**src/rtl/melody_seq.sv**
```systemverilog
// melody_seq -- plays a fixed 16-entry song by driving a downstream tone stage.
//
// Each song entry is a 3-bit note code (0 = rest, 1..7 = DO..XI) and a 2-bit
// beats field (field b means b+1 beats).  Every entry plays as a NOTE that lasts
// beats*(TIME_UNIT+1) cycles, followed by a silent GAP of GAP_TIME+1 cycles.
// Playback can be paused/resumed with key_play and aborted with key_stop.
//
// Ports:
//   sys_clk       in   system clock
//   sys_rst_n     in   synchronous active-low reset
//   key_play      in   single-cycle pulse: start (IDLE), pause (NOTE/GAP), resume (PAUSE)
//   key_stop      in   single-cycle pulse: abort to IDLE; has priority over key_play
//   loop_en       in   level, sampled at the end of the last entry's gap: 1 = restart song
//   freq_cnt_max  out  divider count for the tone stage, 0 when silent
//   beep_en       out  1 = tone stage drives the buzzer
//   note_idx      out  song table index being played
//   playing       out  1 while in NOTE or GAP
//   song_done     out  one-cycle pulse when a non-looped song finishes
//
// All outputs are registered and reflect the state entered at the same edge,
// so an input pulse shows up on the outputs in the following cycle.
module melody_seq #(
  parameter logic [24:0] TIME_UNIT = 25'd12_499_999,
  parameter logic [24:0] GAP_TIME  = 25'd2_499_999,
  parameter logic [17:0] DO        = 18'd190839,
  parameter logic [17:0] RE        = 18'd170067,
  parameter logic [17:0] MI        = 18'd151514,
  parameter logic [17:0] FA        = 18'd143266,
  parameter logic [17:0] SO        = 18'd127551,
  parameter logic [17:0] LA        = 18'd113636,
  parameter logic [17:0] XI        = 18'd101214
) (
  input  logic        sys_clk,
  input  logic        sys_rst_n,
  input  logic        key_play,
  input  logic        key_stop,
  input  logic        loop_en,
  output logic [17:0] freq_cnt_max,
  output logic        beep_en,
  output logic [3:0]  note_idx,
  output logic        playing,
  output logic        song_done
);

  typedef enum logic [1:0] {IDLE, NOTE, GAP, PAUSE} state_t;

  // Song table, note code part.
  function automatic logic [2:0] song_code(input logic [3:0] idx);
    logic [2:0] c;
    case (idx)
      4'd0, 4'd1:         c = 3'd1;
      4'd2, 4'd3:         c = 3'd5;
      4'd4, 4'd5:         c = 3'd6;
      4'd6:               c = 3'd5;
      4'd7, 4'd8:         c = 3'd4;
      4'd9, 4'd10:        c = 3'd3;
      4'd11, 4'd12:       c = 3'd2;
      4'd13:              c = 3'd1;
      default:            c = 3'd0;  // 14, 15 are rests
    endcase
    return c;
  endfunction

  // Song table, beats field (beats minus one): only idx 6 and 13 are two beats.
  function automatic logic [1:0] song_beats(input logic [3:0] idx);
    return (idx == 4'd6 || idx == 4'd13) ? 2'd1 : 2'd0;
  endfunction

  function automatic logic [17:0] divider(input logic [2:0] code);
    logic [17:0] d;
    case (code)
      3'd1:    d = DO;
      3'd2:    d = RE;
      3'd3:    d = MI;
      3'd4:    d = FA;
      3'd5:    d = SO;
      3'd6:    d = LA;
      3'd7:    d = XI;
      default: d = 18'd0;
    endcase
    return d;
  endfunction

  state_t      state_reg, state_next;
  state_t      resume_reg, resume_next;
  logic [3:0]  idx_reg, idx_next;
  logic [24:0] cyc_reg, cyc_next;
  logic [1:0]  beat_reg, beat_next;
  logic        done_next;

  // Result of letting NOTE/GAP run for one more cycle.
  state_t      adv_state;
  logic [3:0]  adv_idx;
  logic [24:0] adv_cyc;
  logic [1:0]  adv_beat;
  logic        adv_done;

  logic [2:0]  code_next;
  logic [17:0] freq_next;

  always_comb begin
    adv_state = state_reg;
    adv_idx   = idx_reg;
    adv_cyc   = cyc_reg;
    adv_beat  = beat_reg;
    adv_done  = 1'b0;
    case (state_reg)
      NOTE: begin
        if (cyc_reg == TIME_UNIT) begin
          adv_cyc = 25'd0;
          if (beat_reg == song_beats(idx_reg)) begin
            adv_state = GAP;
            adv_beat  = 2'd0;
          end else begin
            adv_beat = beat_reg + 2'd1;
          end
        end else begin
          adv_cyc = cyc_reg + 25'd1;
        end
      end
      GAP: begin
        if (cyc_reg == GAP_TIME) begin
          adv_cyc = 25'd0;
          if (idx_reg != 4'd15) begin
            adv_state = NOTE;
            adv_idx   = idx_reg + 4'd1;
          end else if (loop_en) begin
            adv_state = NOTE;
            adv_idx   = 4'd0;
          end else begin
            adv_state = IDLE;
            adv_idx   = 4'd0;
            adv_done  = 1'b1;
          end
        end else begin
          adv_cyc = cyc_reg + 25'd1;
        end
      end
      default: ;
    endcase
  end

  always_comb begin
    state_next  = state_reg;
    resume_next = resume_reg;
    idx_next    = idx_reg;
    cyc_next    = cyc_reg;
    beat_next   = beat_reg;
    done_next   = 1'b0;
    if (key_stop) begin
      state_next = IDLE;
      idx_next   = 4'd0;
      cyc_next   = 25'd0;
      beat_next  = 2'd0;
    end else begin
      case (state_reg)
        IDLE: begin
          if (key_play) begin
            state_next = NOTE;
            idx_next   = 4'd0;
            cyc_next   = 25'd0;
            beat_next  = 2'd0;
          end
        end
        NOTE, GAP: begin
          // The cycle in which key_play arrives was already played, so the
          // counters still advance; the pause freezes the advanced position.
          state_next = adv_state;
          idx_next   = adv_idx;
          cyc_next   = adv_cyc;
          beat_next  = adv_beat;
          done_next  = adv_done;
          if (key_play && adv_state != IDLE) begin
            state_next  = PAUSE;
            resume_next = adv_state;
          end
        end
        PAUSE: begin
          if (key_play) state_next = resume_reg;
        end
        default: state_next = IDLE;
      endcase
    end
  end

  assign code_next = song_code(idx_next);
  assign freq_next = divider(code_next);

  always_ff @(posedge sys_clk) begin
    if (!sys_rst_n) begin
      state_reg    <= IDLE;
      resume_reg   <= IDLE;
      idx_reg      <= 4'd0;
      cyc_reg      <= 25'd0;
      beat_reg     <= 2'd0;
      freq_cnt_max <= 18'd0;
      beep_en      <= 1'b0;
      note_idx     <= 4'd0;
      playing      <= 1'b0;
      song_done    <= 1'b0;
    end else begin
      state_reg  <= state_next;
      resume_reg <= resume_next;
      idx_reg    <= idx_next;
      cyc_reg    <= cyc_next;
      beat_reg   <= beat_next;
      note_idx   <= idx_next;
      playing    <= (state_next == NOTE) || (state_next == GAP);
      song_done  <= done_next;
      // Only a sounding (non-rest) NOTE drives the tone stage.
      if (state_next == NOTE && code_next != 3'd0) begin
        freq_cnt_max <= freq_next;
        beep_en      <= 1'b1;
      end else begin
        freq_cnt_max <= 18'd0;
        beep_en      <= 1'b0;
      end
    end
  end

endmodule
```
**config.mk**
```make
export PLATFORM = sky130hd
export DESIGN_NAME = melody_seq
export DESIGN_NICKNAME = d
export VERILOG_FILES = /design/src/rtl/melody_seq.sv
export SDC_FILE = /design/constraint.sdc
export NUM_CORES = 1
export LEC_CHECK = 0
export CORE_MARGIN = 4
export CORE_UTILIZATION = 57
export DETAILED_ROUTE_END_ITERATION = 7
export PLACE_DENSITY_LB_ADDON = 0.12
export SLEW_MARGIN = 20
export SYNTH_ARGS = -nofsm -noshare
export SYNTH_HDL_FRONTEND = slang
export SYNTH_SLANG_ARGS = --single-unit
```
**constraint.sdc**
```tcl
create_clock -name sys_clk -period 4.1 [get_ports sys_clk]
set_clock_uncertainty 0.15 [all_clocks]
set_input_delay 0.82 -clock sys_clk [delete_from_list [all_inputs] [get_ports sys_clk]]
set_output_delay 0.82 -clock sys_clk [all_outputs]
set_load 0.03 [all_outputs]
```
==> run_results.csv <==
group,metric,value,unit
run_status,status,"completed",
global_route,grt_remaining_overflow,0,
clock_network,clkLatencyLatePin,0.32,ns
drt,viasPerCell,5.98,
timing,maxSlewHeadroom,58.1,%
pwr,p_per_area,280,nW/um2
critical_path,crit_fanout,13,
global_route,grt_max_degree,20,
clock_network,clock-sinks,55,
pwr,p_leak,0.00125,uW
timing,setup_viol,0,
hold_path,whs_endpoint,"cyc_reg[21]",
global_route,track_usage,23.2,%
floorplan,rows,26,
yosys,syn-cell-area,3120,um2
clock_network,path_clk_slew,0.11,ns
yosys,yosysTopAreaCell,"dfxtp_1",
finish,largest_register_ffs,25,
pwr,ir_drop,0.195,mV
global_route,first_global_vias,2568,
floorplan,die_h,82.0,um
placed_design,place_hpwl,5430,um
yosys,async_flop_share,0,%
critical_path,timing.rr.start,"cyc_reg[5]",
clock_network,tritoncts,"done",
yosys,yosysUniqueCellTypes,60,
critical_path,r2r-end,"freq_cnt_max[12]",
critical_path,rrSetupSlack,0.40,ns
critical_path,reg2reg_depth,10,
timing,worst_pin_slew,0.627,ns
clock_network,cts_buffer_depth,2,
clock_network,cts_setup_buffers,0,
yosys,ys.flop_type,"dfxtp_1",
timing,rsz0062_at_grt,"false",
yosys,syn_area_per_cell,8.32,um2
drt,ant_nets,0,
critical_path,required,4.18,ns
finish,nNetsFinal,424,
yosys,synth-edff-count,0,
finish,area_growth,14.8,%
yosys,synth_area_leaders,"dfxtp_1 (35%), nor2_1 (6.6%), ha_1 (5.6%)",
timing,setup_tns,0,ns
drt,drc_errors,0,
drt,via_count,2848,
global_route,grt_pass1_wl,12200,um
hold_path,holdPathStages,2,
critical_path,path_class,"reg -> reg",
finish,final_util,68.8,%
clock_network,cts_resized,0,
yosys,syn_nets,394,
yosys,synth-seq-cells,55,
timing,min_period,3.70,ns
drt,drtPass1Iterations,4,
clock_network,cts_root_buffer,"clkbuf_8",
pwr,finalPower,1000,uW
floorplan,coreArea,5200,um2
hold_path,hold_path.class,"reg -> reg",
drt,wl_per_cell,15.2,um
floorplan,fp.dieArea,6720,um2
yosys,ys_top_cells_by_count,"dfxtp_1 (55), nor2_1 (55), nand2_1 (35)",
yosys,ys_seq_area_share,35.3,%
critical_path,end_kind,"flip-flop",
yosys,synth.top_cell.area_share,35.3,%
clock_network,htreeDepth,2,
placed_design,dp_slack,0.327,ns
placed_design,gp_congestion,0.914,
placed_design,port_buffers,29,
clock_network,cts_buffers,5,
timing,period_share,90.3,%
critical_path,start_kind,"flip-flop",
floorplan,io_pins,30,
critical_path,arrival,3.78,ns
yosys,yosys_warnings,0,
finish,drive_gt1_share,9.36,%
timing,setup_ws,0.397,ns
timing,hold_viol,0,
finish,antenna_cells,0,
hold_path,worstHoldStart,"cyc_reg[21]",
yosys,syn_inst,375,
flow_run,maxCapViolCount,0,
floorplan,start_util,60.0,%
floorplan,die_x,82.0,um
drt,wl,7240,um
global_route,antenna_found_initial,0,
clock_network,cts_hold_buffers,0,
drt,dr.first_iter.drc_count,188,
timing,fmax,270,MHz
timing,drv_slew,0,
-- per-stage QoR --
step / hold slack (ns) / std cells / area (um2)
2_1_floorplan: 0.315 / 375 / 3120
3_3_place_gp: 0.337 / 468 / 3490
3_5_place_dp: 0.352 / 468 / 3490
4_1_cts: 0.371 / 476 / 3580
5_1_grt: 0.399 / 476 / 3580
6_report: 0.375 / 476 / 3580
-- final cells by class --
cell class	count	area, um2
clock buffers	5	68.8
clock inverters	3	27.5
fillers	426	1620
inverters	13	48.8
multi-input cells	296	1920
flip-flops and latches	55	1100
well taps	70	87.6
repair buffers	34	328
-- cell usage in the layout (no fill, tap or decap), types with 4 or more instances in the layout --
cell type and instances:
a21oi_1 30, and3_1 5, nor2_1 55, nand2_1 35, nand2b_1 6, nor3_1 8
o31ai_1 4, inv_1 13, nand4_1 8, ha_1 14, a211oi_1 8, a31oi_1 7
or3_1 5, nand3_1 13, buf_4 5, mux2i_1 4, nor3_2 4, clkdlybuf4s50_1 29
o21ai_0 18, and4_1 4, and2_1 4, clkbuf_8 5, dfxtp_1 55, xor2_1 7
-- how the worst max path moves through the flow --
stage | from | endpoint | slack [ns] | depth (start not counted)
after floorplan | idx_reg[1] | freq_cnt_max[16] | 0.69 | 12
after global placement | key_play | freq_cnt_max[15] | 0.42 | 11
after detailed placement | key_play | freq_cnt_max[15] | 0.33 | 11
after CTS | state_reg[1] | freq_cnt_max[15] | 0.41 | 11
after global routing | cyc_reg[4] | freq_cnt_max[12] | 0.10 | 11
final | cyc_reg[5] | freq_cnt_max[12] | 0.40 | 10
-- power breakdown --
group          internal (uW)  switching (uW)
clock network            126             199
registers                545            5.42
logic                   45.5            80.6
-- layer usage --
metal	vias up	track usage [%]	routed length, um
met2	83	38.2	3320
met3	12	4.82	378
met5	-	0	0
li1	1420	-	-
met1	1333	31.0	3440
met4	0	5.48	104
-- cells by family (layout without fill, tap and decap cells) --
logic type / count (synthesis) / after routing / synth area share, %
DFF: 55 / 55 / 35.3
buffers and inverters: 24 / 55 / 3.13
muxes: 9 / 9 / 3.53
adders and majority gates: 14 / 14 / 5.61
xor gates and xnor gates: 9 / 9 / 2.53
and+or+nand+nor: 170 / 170 / 29.1
AOI/OAI and AO/OA: 94 / 94 / 20.8
-- critical path, cell delays in order (launching register included) --
cell and delay (ns):
dfxtp_1 0.38, nor4b_1 0.51, nand4_1 0.29, a2111o_1 0.49, o31ai_1 0.44, o21bai_1 0.14, a221o_1 0.33, ha_1 0.22
nand2_1 0.36, nor3_1 0.10, a31o_1 0.19
Power figures use the tool's default switching activity.
==> edit 1, RTL diff (same settings) <==
Put one more register stage on the output `freq_cnt_max`, cleared by the reset. The value now appears one clock later. The other outputs are not delayed to match.
--- a/src/rtl/melody_seq.sv
+++ b/src/rtl/melody_seq.sv
@@ -44,6 +44,8 @@
 
   typedef enum logic [1:0] {IDLE, NOTE, GAP, PAUSE} state_t;
 
+  logic [17:0] freq_cnt_max_s0;
+
   // Song table, note code part.
   function automatic logic [2:0] song_code(input logic [3:0] idx);
     logic [2:0] c;
@@ -193,7 +195,7 @@
       idx_reg      <= 4'd0;
       cyc_reg      <= 25'd0;
       beat_reg     <= 2'd0;
-      freq_cnt_max <= 18'd0;
+      freq_cnt_max_s0 <= 18'd0;
       beep_en      <= 1'b0;
       note_idx     <= 4'd0;
       playing      <= 1'b0;
@@ -209,13 +211,21 @@
       song_done  <= done_next;
       // Only a sounding (non-rest) NOTE drives the tone stage.
       if (state_next == NOTE && code_next != 3'd0) begin
-        freq_cnt_max <= freq_next;
+        freq_cnt_max_s0 <= freq_next;
         beep_en      <= 1'b1;
       end else begin
-        freq_cnt_max <= 18'd0;
+        freq_cnt_max_s0 <= 18'd0;
         beep_en      <= 1'b0;
       end
     end
   end
 
+  always_ff @(posedge sys_clk) begin
+    if (!sys_rst_n) begin
+      freq_cnt_max <= '0;
+    end else begin
+      freq_cnt_max <= freq_cnt_max_s0;
+    end
+  end
+
 endmodule
Behaviour: not the same (a bounded check fails within 4 cycles, from zero or initial values and one cycle with sys_rst_n low).
==> edit 1 against the original RTL <==
  * Die area up 8.3%
  * Sequential cell count is 17 higher
  * Total power rose by 36%
  * Utilization is 3.5 points higher
  * Routed wire length is 7.4% higher
  * Setup slack got worse by 0.25 ns
  * Area after synthesis up 9.3%
  * Design area rose by 14%
==> edit 1: results (changes against the original RTL) <==
Leak = 0.001542 uW (was 0.001249 uW)
clk slew on worst S/H paths = 0.08 ns (was 0.11 ns)
Syn Nets = 421 (was 394)
largest net degree at the start of global routing = 28 (was 20)
CTS buffer count = 9 (was 5)
HPWL Detailed = 5568 um (was 5433 um)
fin nets = 461 (was 424)
r2r endpoint = freq_cnt_max_s0[10]$_SDFF_PN0_ (was freq_cnt_max[12]$_SDFF_PN0_)
R2R setup slack = 0.15 ns (was 0.40 ns)
Via-to-Cell Ratio = 5.782 (was 5.983)
Placer Congestion = 0.8862 (was 0.9136)
Synth top cells by count = dfxtp_1, nor2_1, nand2_1, a21oi_1, o21ai_0 (unchanged)
Hold Slack = 0.2874 ns (was 0.3745 ns)
H-tree level count = 3 (was 2)
post-synthesis cell type count = 49 (was 60)
first-pass GRT wire length = 12630 um (was 12180 um)
Seq/Total Area, Yosys = 0.4228 (was 0.3528)
synth top area cells = dfxtp_1, nor2_1, ha_1, a21oi_1, and2_1 (was dfxtp_1, nor2_1, ha_1, a21oi_1, nand2_1)
share of cells above drive strength 1 = 0.1051 (was 0.09360)
Final Non-Filler Cells = 519 (was 476)
Fillers = 461 (was 426)
CP peak stage delay = 0.57 ns (was 0.51 ns)
Skew-Pair Late Insertion Delay = 0.36 ns (was 0.32 ns)
Routed wire per std cell = 14.99 um (was 15.21 um)
maximum vdd drop = 0.2439 mV (was 0.1948 mV)
Crit. Startpoint = cyc_reg[22]$_SDFFE_PP0P_ (was cyc_reg[5]$_SDFFE_PP0P_)
Hold Path Stages = 1 (was 2)
status = completed (unchanged)
All-Layer GR Usage = 0.2168 (was 0.2321)
WP data arrival = 4.09 ns (was 3.78 ns)
edit 1: cell count changes after synthesis, sizes merged, moves of 6 or more:
cell and change:
and2 +17, and3 +7, a31oi -6, nor2 -9, nor2b +6, dfxtp +17
edit 1: per-stage QoR:
stage | utilization | power [uW] | worst slack (ns)
2_1_floorplan | - | 777.3 | 0.1836
6_report | 0.7234 | 1361 | 0.1478
3_3_place_gp | 0.6800 | 807.3 | 0.1597
4_1_cts | 0.7159 | 1369 | 0.01166
5_1_grt | 0.7234 | 1414 | -0.01923
3_5_place_dp | 0.6800 | 808.0 | 0.02141
edit 1: how the worst max path moves through the flow:
stage | slack, ns | cells past startpoint | endpoint
2_1_floorplan | 0.18 | 16 | freq_cnt_max_s0[11]$_SDFF_PN0_
3_3_place_gp | 0.16 | 14 | freq_cnt_max_s0[12]$_SDFF_PN0_
3_5_place_dp | 0.02 | 14 | freq_cnt_max_s0[11]$_SDFF_PN0_
4_1_cts | 0.01 | 14 | freq_cnt_max_s0[11]$_SDFF_PN0_
5_1_grt | -0.02 | 14 | freq_cnt_max_s0[10]$_SDFF_PN0_
6_report | 0.15 | 14 | freq_cnt_max_s0[10]$_SDFF_PN0_
edit 1: metal layers:
layer / part of all wire / track usage / wire length [um]
met1: 0.47 / 0.2886 / 3645
met2: 0.45 / 0.3347 / 3494
met3: 0.058 / 0.04951 / 452
met4: 0.024 / 0.09640 / 186
met5: 0 / 0 / 0
edit 1: logic make-up after synthesis:
kind of cell	Yosys count	synth area share
simple gates	190	0.3002
compound gates	80	0.1420
xor+xnor	16	0.04110
fa+ha+maj	14	0.05138
flops	72	0.4228
mux	4	0.01211
buf+inv	26	0.03046
edit 1: layout make-up:
cell class                 instances  area share
timing repair buffer              43     0.09687
multi-input combinational        304      0.4669
inverter                          12     0.01104
tap                               72     0.02207
clock inverter                     7     0.01931
sequential                        72      0.3535
clock buffer                       9     0.03035
edit 1: power groups by stage:
stage	logic, uW	clock network (uW)	registers [uW]
final	80.6	568	712
after CTS	79.8	577	713
after global placement	78.5	0	729
after detailed placement	79.2	0	729
after global routing	86.8	613	714
after floorplan	40.3	0	737
==> edit 2, RTL diff (same settings) <==
Without the edit above. `SO`: 18'd127551 -> 18'd63775.
--- a/src/rtl/melody_seq.sv
+++ b/src/rtl/melody_seq.sv
@@ -26,7 +26,7 @@
   parameter logic [17:0] RE        = 18'd170067,
   parameter logic [17:0] MI        = 18'd151514,
   parameter logic [17:0] FA        = 18'd143266,
-  parameter logic [17:0] SO        = 18'd127551,
+  parameter logic [17:0] SO        = 18'd63775,
   parameter logic [17:0] LA        = 18'd113636,
   parameter logic [17:0] XI        = 18'd101214
 ) (
Function: no difference found for any inputs over 10 cycles, from zero or initial values and one cycle with sys_rst_n low; that may be too few to reach the edited logic, so the function may still have changed.
==> edit 2 against the original RTL <==
  * Sequential share of layout area is 0.65 points higher
  * Critical endpoint is now freq_cnt_max[15]$_SDFF_PN0_
  * Total power is 0.79% lower
  * Routed wire length is 3.0% higher
  * Clock power is 5% lower
  * Count of clock-buffer cells in the layout stayed put
  * Area after synthesis is 0.12% lower
  * Setup slack worse by 0.071 ns
  * Design area is 0.28% lower
  * Die area is 0.11% lower
  * Critical path depth is 2 higher
  * Sequential cell count is 1 higher
  * Maximum frequency is 1.9% lower
==> edit 2: results (changes against the original RTL) <==
CP peak stage delay = 0.52 ns
Skew-Pair Late Insertion Delay = 0.32 ns (about the same)
HPWL Detailed = 5557 um (was 5433 um)
Post-Syn Instances = 369 (was 375)
Pre-Repair DR Iteration Count = 5 (was 4)
Seq/Total Area, Yosys = 0.3597 (was 0.3528)
Tightest Pin Transition = 0.6615 ns (was 0.6274 ns)
Setup Buffers After CTS = 0 (unchanged)
maximum vdd drop = 0.2242 mV (was 0.1948 mV)
Final Non-Filler Cells = 468 (was 476)
Synth top cells by count = dfxtp_1, nor2_1, nand2_1, a21oi_1, nand3_1 (was dfxtp_1, nor2_1, nand2_1, a21oi_1, o21ai_0)
Vias = 2844 (was 2848)
async set-reset flop share out of synthesis = 0 (unchanged)
number of DRC markers in iteration 0 = 261 (was 188)
Fillers = 434 (was 426)
status = completed (unchanged)
share of cells above drive strength 1 = 0.08543 (was 0.09360)
fin nets = 416 (was 424)
ys flop type = dfxtp_1 (unchanged)
largest net degree at the start of global routing = 19 (was 20)
max FFs per register = 25 (unchanged)
largest delay contributor family on the critical path = simple AND/OR/NAND/NOR gates (was compound AO/OA/AOI/OAI gates)
PostCTS Resize Cnt = 0 (unchanged)
CTS buffer count = 5 (unchanged)
Switching Fraction = 0.2746 (was 0.2846)
Root Buffer = clkbuf_8 (unchanged)
Hold Crit Class = reg2reg (unchanged)
All-Layer GR Usage = 0.2438 (was 0.2321)
clk slew on worst S/H paths = 0.11 ns (about the same)
first-pass GRT wire length = 12810 um (was 12180 um)
YS warnings = 0 (unchanged)
Leak = 0.001237 uW (was 0.001249 uW)
number of global-route vias before repair = 2709 (was 2568)
Place WS = 0.2413 ns (was 0.3273 ns)
Longest Clk Path Bufs = 2 (unchanged)
Worst path slowest cell = or4b_1 (was nor4b_1)
Diodes inserted = 0 (unchanged)
post-synthesis cell type count = 69 (was 60)
placed cells = 460 (was 468)
WP data arrival = 3.83 ns (was 3.78 ns)
Placer Congestion = 0.8770 (was 0.9136)
IO Port Bufs = 29 (unchanged)
initial antenna violation count = 0 (unchanged)
Routed wire per std cell = 15.94 um (was 15.21 um)
Syn Nets = 388 (was 394)
H-tree level count = 2 (unchanged)
synth top area cells = dfxtp_1, ha_1, nor2_1, nand2_1, a21oi_1 (was dfxtp_1, nor2_1, ha_1, a21oi_1, nand2_1)
CP max FO = 8 (was 13)
## edit 2: cell types whose count changed after synthesis, moves of 4 or more
cell	unedited run	this run
nor2_1	55	43
and2_1	4	8
a21oi_1	30	22
a211oi_1	8	4
a311oi_1	3	7
o21ai_0	18	11
## edit 2: power groups by stage
| stage | sequential [uW] | clock [uW] | combinational, uW |
|---|---|---|---|
| global route | 562 | 343 | 134 |
| CTS | 561 | 316 | 123 |
| detailed placement | 573 | 0 | 122 |
| global placement | 573 | 0 | 121 |
| finish | 561 | 310 | 123 |
| floorplan | 591 | 0 | 60.2 |
## edit 2: routing by layer
metal | track usage | wire length [um]
met5 | 0 | 0
met4 | 0.1030 | 219
met3 | 0.03838 | 290
met2 | 0.3780 | 3460
met1 | 0.3349 | 3488
## edit 2: layout make-up
| type | count | share of cell area |
|---|---|---|
| clock buffer | 5 | 0.01926 |
| clock inverter | 3 | 0.006653 |
| inverter | 10 | 0.01050 |
| multi-input combinational | 287 | 0.5273 |
| sequential | 56 | 0.3137 |
| tap | 70 | 0.02451 |
| timing repair buffer | 37 | 0.09804 |
## edit 2: metrics by stage
step	utilization	cell area, um^2	total power (uW)
finish	0.6865	3573	994.1
global route	0.6865	3573	1039
CTS	0.6858	3570	999.1
detailed placement	0.6680	3477	694.8
global placement	0.6680	3477	693.6
floorplan	-	3117	651.5
## edit 2: logic make-up (layout without fill, tap and decap cells)
kind of cell / after synthesis / count (layout) / synth area share
flops: 56 / 56 / 0.3597
buf+inv: 26 / 55 / 0.03693
xor+xnor: 11 / 11 / 0.03091
fa+ha+maj: 14 / 14 / 0.05620
simple gates: 170 / 170 / 0.3007
compound gates: 89 / 89 / 0.2055
mux: 3 / 3 / 0.01004
## edit 2: final timing paths
kind         cells past startpoint  slack (ns)                           to                  startpoint
max                             12        0.33  freq_cnt_max[15]$_SDFF_PN0_    cyc_reg[21]$_SDFFE_PP0P_
min reg2reg                      2        0.33   resume_reg[1]$_SDFFE_PN0P_  resume_reg[1]$_SDFFE_PN0P_
min                              2        0.33   resume_reg[1]$_SDFFE_PN0P_  resume_reg[1]$_SDFFE_PN0P_
max reg2reg                     12        0.33  freq_cnt_max[15]$_SDFF_PN0_    cyc_reg[21]$_SDFFE_PP0P_
## edit 2: worst min-delay path, stage by stage (launching register included)
cell	delay, ns
dfxtp_1	0.33
nand2_1	0.05
a21boi_0	0.06
